## src/rtl/maze_round_ctrl.sv

```systemverilog
// Round sequencer for the maze game: idle, get-ready countdown, run, win/lose.
// Drives the BCD seconds timer enable, latches the final time and tracks the best win.
module maze_round_ctrl #(
    parameter int unsigned TICK_CLKS = 50_000_000,
    parameter int unsigned READY_SEC = 3,
    parameter logic [11:0] LIMIT_BCD = 12'h120
) (
    input  logic       i_Clk,
    input  logic       i_Rst,
    input  logic       i_Start,
    input  logic       i_Abort,
    input  logic       i_Goal,
    input  logic [3:0] i_Sec0,
    input  logic [3:0] i_Sec1,
    input  logic [3:0] i_Sec2,
    output logic       o_TmrEnable,
    output logic       o_MoveEn,
    output logic [2:0] o_State,
    output logic [1:0] o_Ready,
    output logic [3:0] o_Fin0,
    output logic [3:0] o_Fin1,
    output logic [3:0] o_Fin2,
    output logic [3:0] o_Best0,
    output logic [3:0] o_Best1,
    output logic [3:0] o_Best2,
    output logic       o_BestValid,
    output logic       o_NewRecord
);

    localparam int unsigned TickW = (TICK_CLKS > 2) ? $clog2(TICK_CLKS) : 1;

    typedef enum logic [2:0] {
        StIdle  = 3'd0,
        StReady = 3'd1,
        StRun   = 3'd2,
        StWin   = 3'd3,
        StLose  = 3'd4
    } state_e;

    state_e            state_q, state_d;
    logic [TickW-1:0]  tick_q, tick_d;
    logic [1:0]        cnt_q, cnt_d;
    logic [11:0]       fin_q, fin_d;
    logic [11:0]       best_q, best_d;
    logic              best_valid_q, best_valid_d;
    logic              new_record_q, new_record_d;

    logic [11:0]       sec_now;
    logic              tick_wrap;

    assign sec_now   = {i_Sec2, i_Sec1, i_Sec0};
    assign tick_wrap = (tick_q == TickW'(TICK_CLKS - 1));

    always_comb begin
        state_d      = state_q;
        tick_d       = tick_q;
        cnt_d        = cnt_q;
        fin_d        = fin_q;
        best_d       = best_q;
        best_valid_d = best_valid_q;
        new_record_d = new_record_q;

        case (state_q)
            StIdle, StWin, StLose: begin
                if (i_Start) begin
                    state_d      = StReady;
                    tick_d       = '0;
                    cnt_d        = 2'(READY_SEC);
                    new_record_d = 1'b0;
                end
            end
            StReady: begin
                if (i_Abort) begin
                    state_d = StIdle;
                end else if (tick_wrap) begin
                    tick_d = '0;
                    if (cnt_q == 2'd1) begin
                        state_d = StRun;
                    end else begin
                        cnt_d = cnt_q - 2'd1;
                    end
                end else begin
                    tick_d = tick_q + TickW'(1);
                end
            end
            StRun: begin
                if (i_Abort) begin
                    state_d = StIdle;
                end else if (i_Goal) begin
                    state_d = StWin;
                    fin_d   = sec_now;
                    // Plain binary compare is valid because both operands are valid BCD.
                    if (!best_valid_q || (sec_now < best_q)) begin
                        best_d       = sec_now;
                        best_valid_d = 1'b1;
                        new_record_d = 1'b1;
                    end else begin
                        new_record_d = 1'b0;
                    end
                end else if (sec_now == LIMIT_BCD) begin
                    state_d = StLose;
                    fin_d   = sec_now;
                end
            end
            default: begin
                state_d = StIdle;
            end
        endcase
    end

    always_ff @(posedge i_Clk) begin
        if (i_Rst) begin
            state_q      <= StIdle;
            tick_q       <= '0;
            cnt_q        <= '0;
            fin_q        <= '0;
            best_q       <= '0;
            best_valid_q <= 1'b0;
            new_record_q <= 1'b0;
        end else begin
            state_q      <= state_d;
            tick_q       <= tick_d;
            cnt_q        <= cnt_d;
            fin_q        <= fin_d;
            best_q       <= best_d;
            best_valid_q <= best_valid_d;
            new_record_q <= new_record_d;
        end
    end

    assign o_State     = state_q;
    assign o_TmrEnable = (state_q == StRun);
    assign o_MoveEn    = (state_q == StRun);
    assign o_Ready     = (state_q == StReady) ? cnt_q : 2'd0;
    assign o_Fin0      = fin_q[3:0];
    assign o_Fin1      = fin_q[7:4];
    assign o_Fin2      = fin_q[11:8];
    assign o_Best0     = best_q[3:0];
    assign o_Best1     = best_q[7:4];
    assign o_Best2     = best_q[11:8];
    assign o_BestValid = best_valid_q;
    assign o_NewRecord = new_record_q;

endmodule

```

## config.mk

```make
export PLATFORM = sky130hd
export DESIGN_NAME = maze_round_ctrl
export DESIGN_NICKNAME = d
export VERILOG_FILES = /design/src/rtl/maze_round_ctrl.sv
export SDC_FILE = /design/constraint.sdc
export NUM_CORES = 1
export LEC_CHECK = 0
export BUFFER_PORTS_ARGS = -buffer_cell sky130_fd_sc_hd__buf_4
export CAP_MARGIN = 5
export CORE_MARGIN = 3
export CORE_UTILIZATION = 35
export CTS_CLUSTER_DIAMETER = 50
export DETAILED_ROUTE_END_ITERATION = 10
export PLACE_DENSITY = 0.57
export SYNTH_ARGS = -nofsm -noshare
export SYNTH_HDL_FRONTEND = slang
export SYNTH_SLANG_ARGS = --single-unit
```

## constraint.sdc

```tcl
create_clock -name i_Clk -period 1.9 [get_ports i_Clk]
set_input_delay 0.38 -clock i_Clk [delete_from_list [all_inputs] [get_ports i_Clk]]
set_output_delay 0.38 -clock i_Clk [all_outputs]
set_load 0.005 [all_outputs]
```

==> results by group <==
Place
  – IO Port Bufs: 49
  – Placed Cells: 563
  – Post-DP Area: 4133 µm²
  – Placer congestion estimate: 0.8572
  – Dpl hpwl: 6222 µm

Clock tree
  – Root buffer cell: clkbuf_8
  – CTS Buffer Depth: 2
  – CTS Buf Count: 9
  – H-tree lvl count: 3
  – Worst-Skew Late Latency: 340 ps
  – CTS Hold Bufs: 0
  – CTS tree: yes
  – CTS clock-pin slew for the worst setup and hold paths: 70 ps
  – CTS Sinks: 57

Floorplanning
  – # rows: 34
  – Io pins: 50
  – Die footprint: 10270 µm²
  – Die height: 101.3 µm
  – Initial Util: 36.31%
  – Core area: 8763 µm²
  – Chip width: 101.3 µm

GRT
  – Overall Global Routing Usage: 16.89%
  – Initial antenna violation count: 0
  – First-pass GRT wire length: 13800 µm
  – Largest net degree at the start of global routing: 33
  – Vias in the first global route: 2876
  – GRT overflow: 0

Setup path
  – Cell Chain, Critical Path: or4b_4 > nor4_4 > buf_6 > and3b_4 > o21ai_2 > a221oi_2
  – Worst path required time: 2160 ps
  – CP arrival: 2180 ps
  – Largest fanout on the critical path: 4
  – Worst R2R Setup Slack: -20 ps
  – Slowest cell delay on critical path: 540 ps
  – Worst setup SP type: flip-flop
  – Crit end category: flip-flop
  – Slowest CP cell: or4b_4
  – Crit Path Class: reg2reg

Synth
  – Distinct cell type count after synthesis: 61
  – Commonest cells in the synthesized netlist: dfxtp_1, nor2_1, nand2b_1
  – Gate Count Post-Synth: 359
  – Avg Cell Area, Syn: 8.863 µm²
  – FF+latch count, synth: 57
  – Post-Synthesis Cell Area: 3182 µm²
  – Post-synth EDFFs: 0
  – Count leader, synth: dfxtp_1
  – Syn nets: 389
  – Synth area leader: dfxtp_1
  – Most area-consuming cells after synthesis: dfxtp_1, mux2i_1, nand2b_1, ha_1, nor2_1
  – Async SR Flop Fraction: 0%
  – Synth warnings: 0
  – Primary flip-flop cell chosen by synthesis mapping: dfxtp_1
  – Synth top area share: 35.86%
  – Register area share after synthesis: 35.86%

Timing
  – RSZ-0062 raised after global routing: yes
  – Slew Viols, Final: 0
  – Final Hold Viols: 0
  – Clock skew: 13.02 ps
  – Final setup TNS: -43.51 ps
  – Post-route minimum period: 1924 ps
  – Fin crit share: 101.3%
  – WHS: 285.4 ps
  – Rel. slew slack: 74.53%
  – Final setup viols: 3
  – Max Clk Rate: 0.5196 GHz
  – Least-Margin Pin Slew: 381.3 ps
  – Setup ws final: -24.40 ps

Power and ir drop
  – Static leakage power: 1.767 nW
  – Combinational power share: 14.3%
  – Internal power: 2.032 mW
  – PD cells: 597.0 nW/µm²
  – Switching share of power: 26.58%
  – Clock Power Share: 41.7%
  – Max rail drop VDD: 0.2937 mV
  – NetSw: 0.7359 mW
  – Flop pwr share: 44.1%
  – Pwr Total: 2.768 mW

Routing
  – Max layer used: met4
  – Met3 routed WL: 294 µm
  – Detailed Route WL: 8769 µm
  – Routed Antenna Nets: 0
  – Met2 WL: 4200 µm
  – Vias per cell: 5.143
  – Routed wire per std cell: 14.94 µm
  – Vias: 3019
  – # DRC: 0
  – First-pass DRT Iterations: 4
  – Initial DRC count: 139
  – M1 wire length: 4206 µm

Run status
  – Status: complete, but fails checks
  – Failing checks: setup timing

Finish
  – Post-route insts no fill: 587
  – Final Net Count: 504
  – ANT cells: 0
  – Layout cells sized above 1: 41.96%
  – Sequential cell area: 1154 µm²
  – Synth-to-Final Area Change: 45.73%
  – Fillers: 809
  – Area of the multi-input gates: 2136 µm²
  – Cell area after layout: 4637 µm²

Worst hold path
  – Worst hold path type: in2reg

Job
  – Max-cap violations: 0
[cell type report]
| class | count | share of cell area (%) |
|---|---|---|
| sequential | 57 | 24.88 |
| tap | 108 | 2.914 |
| clock inverter | 5 | 1.187 |
| clock buffer | 11 | 3.049 |
| multi-input combinational | 268 | 46.06 |
| timing repair buffer | 118 | 20.29 |
| inverter | 20 | 1.619 |
[cells in the final DEF, fill, tap and decap left out, types with 4 or more instances in the layout]
cell type | synthesis | routed
nand4b_1 | 5 | 5
dfxtp_1 | 57 | 47
ha_4 | 0 | 6
buf_4 | 3 | 108
mux2i_1 | 24 | 24
nand3_1 | 17 | 15
xor2_1 | 6 | 6
nor2_2 | 0 | 5
dfxtp_2 | 0 | 10
buf_6 | 1 | 8
nor4b_1 | 4 | 4
nand2_1 | 15 | 15
nand3b_1 | 5 | 5
nand2b_1 | 31 | 31
nand4_1 | 10 | 10
or3_1 | 5 | 4
inv_1 | 20 | 16
inv_2 | 0 | 4
xnor2_1 | 5 | 5
clkbuf_8 | 1 | 10
a21oi_1 | 19 | 16
nor2_1 | 43 | 38
ha_1 | 13 | 6
[state kept, by name, indices dropped and copies added, names as in the netlist]
register	flops
tick_q	26
cnt_q	2
o_State	3
fin_q	12
o_BestValid	1
o_NewRecord	1
best_q	12
[routing by layer]
layer | GRT usage [%] | up-vias
met5 | 0 | -
met4 | 5.112 | 0
met3 | 3.926 | 6
met2 | 26.41 | 55
met1 | 23.15 | 1440
li1 | - | 1518
[cell families after synthesis]
| kind of cell | after synthesis | share of synthesized area [%] |
|---|---|---|
| XOR/XNOR | 11 | 3.028 |
| adder cells (fa/ha/maj) | 13 | 5.112 |
| multiplexers | 24 | 7.550 |
| flip-flops | 57 | 35.86 |
| buffers and inverters | 36 | 5.230 |
| AO/OA/AOI/OAI | 53 | 12.23 |
| AND/OR/NAND/NOR | 165 | 30.99 |
[power groups by stage]
stage	Sequential [mW]	Combinational [mW]	Clock (mW)
2_1_floorplan	1.24	0.193	0
5_1_grt	1.22	0.431	1.23
6_report	1.22	0.395	1.15
4_1_cts	1.22	0.353	1.19
3_5_place_dp	1.24	0.346	0
3_3_place_gp	1.24	0.342	0
[timing repair]
action	in CTS	in global routing
gates cloned	0	2
setup endpoints to repair	36	42
pin swaps	7	22
setup buffers	3	3
resized for setup	14	48
[final timing paths]
path | cells past startpoint | start | endpoint
max | 6 | tick_q[9] | cnt_q[1]
min | 2 | i_Abort | o_State[1]
max reg2reg | 6 | tick_q[9] | cnt_q[1]
min reg2reg | 2 | tick_q[25] | tick_q[25]
[stage by stage]
step	util, %	setup WS, ps
after detailed placement	47.16	-174.8
final	52.91	-24.40
after global routing	52.91	-100.6
after CTS	50.26	-22.00
after floorplan	-	-42.98
after global placement	47.16	-153.8
[worst max-delay path, delay by kind of cell (launching register included)]
family,cells,cell delay (ps)
DFF,1,320
AOI/OAI and AO/OA,2,320
and+or+nand+nor,3,1050
buffers and inverters,1,160
Note: power is estimated with default switching activity, not from simulation.
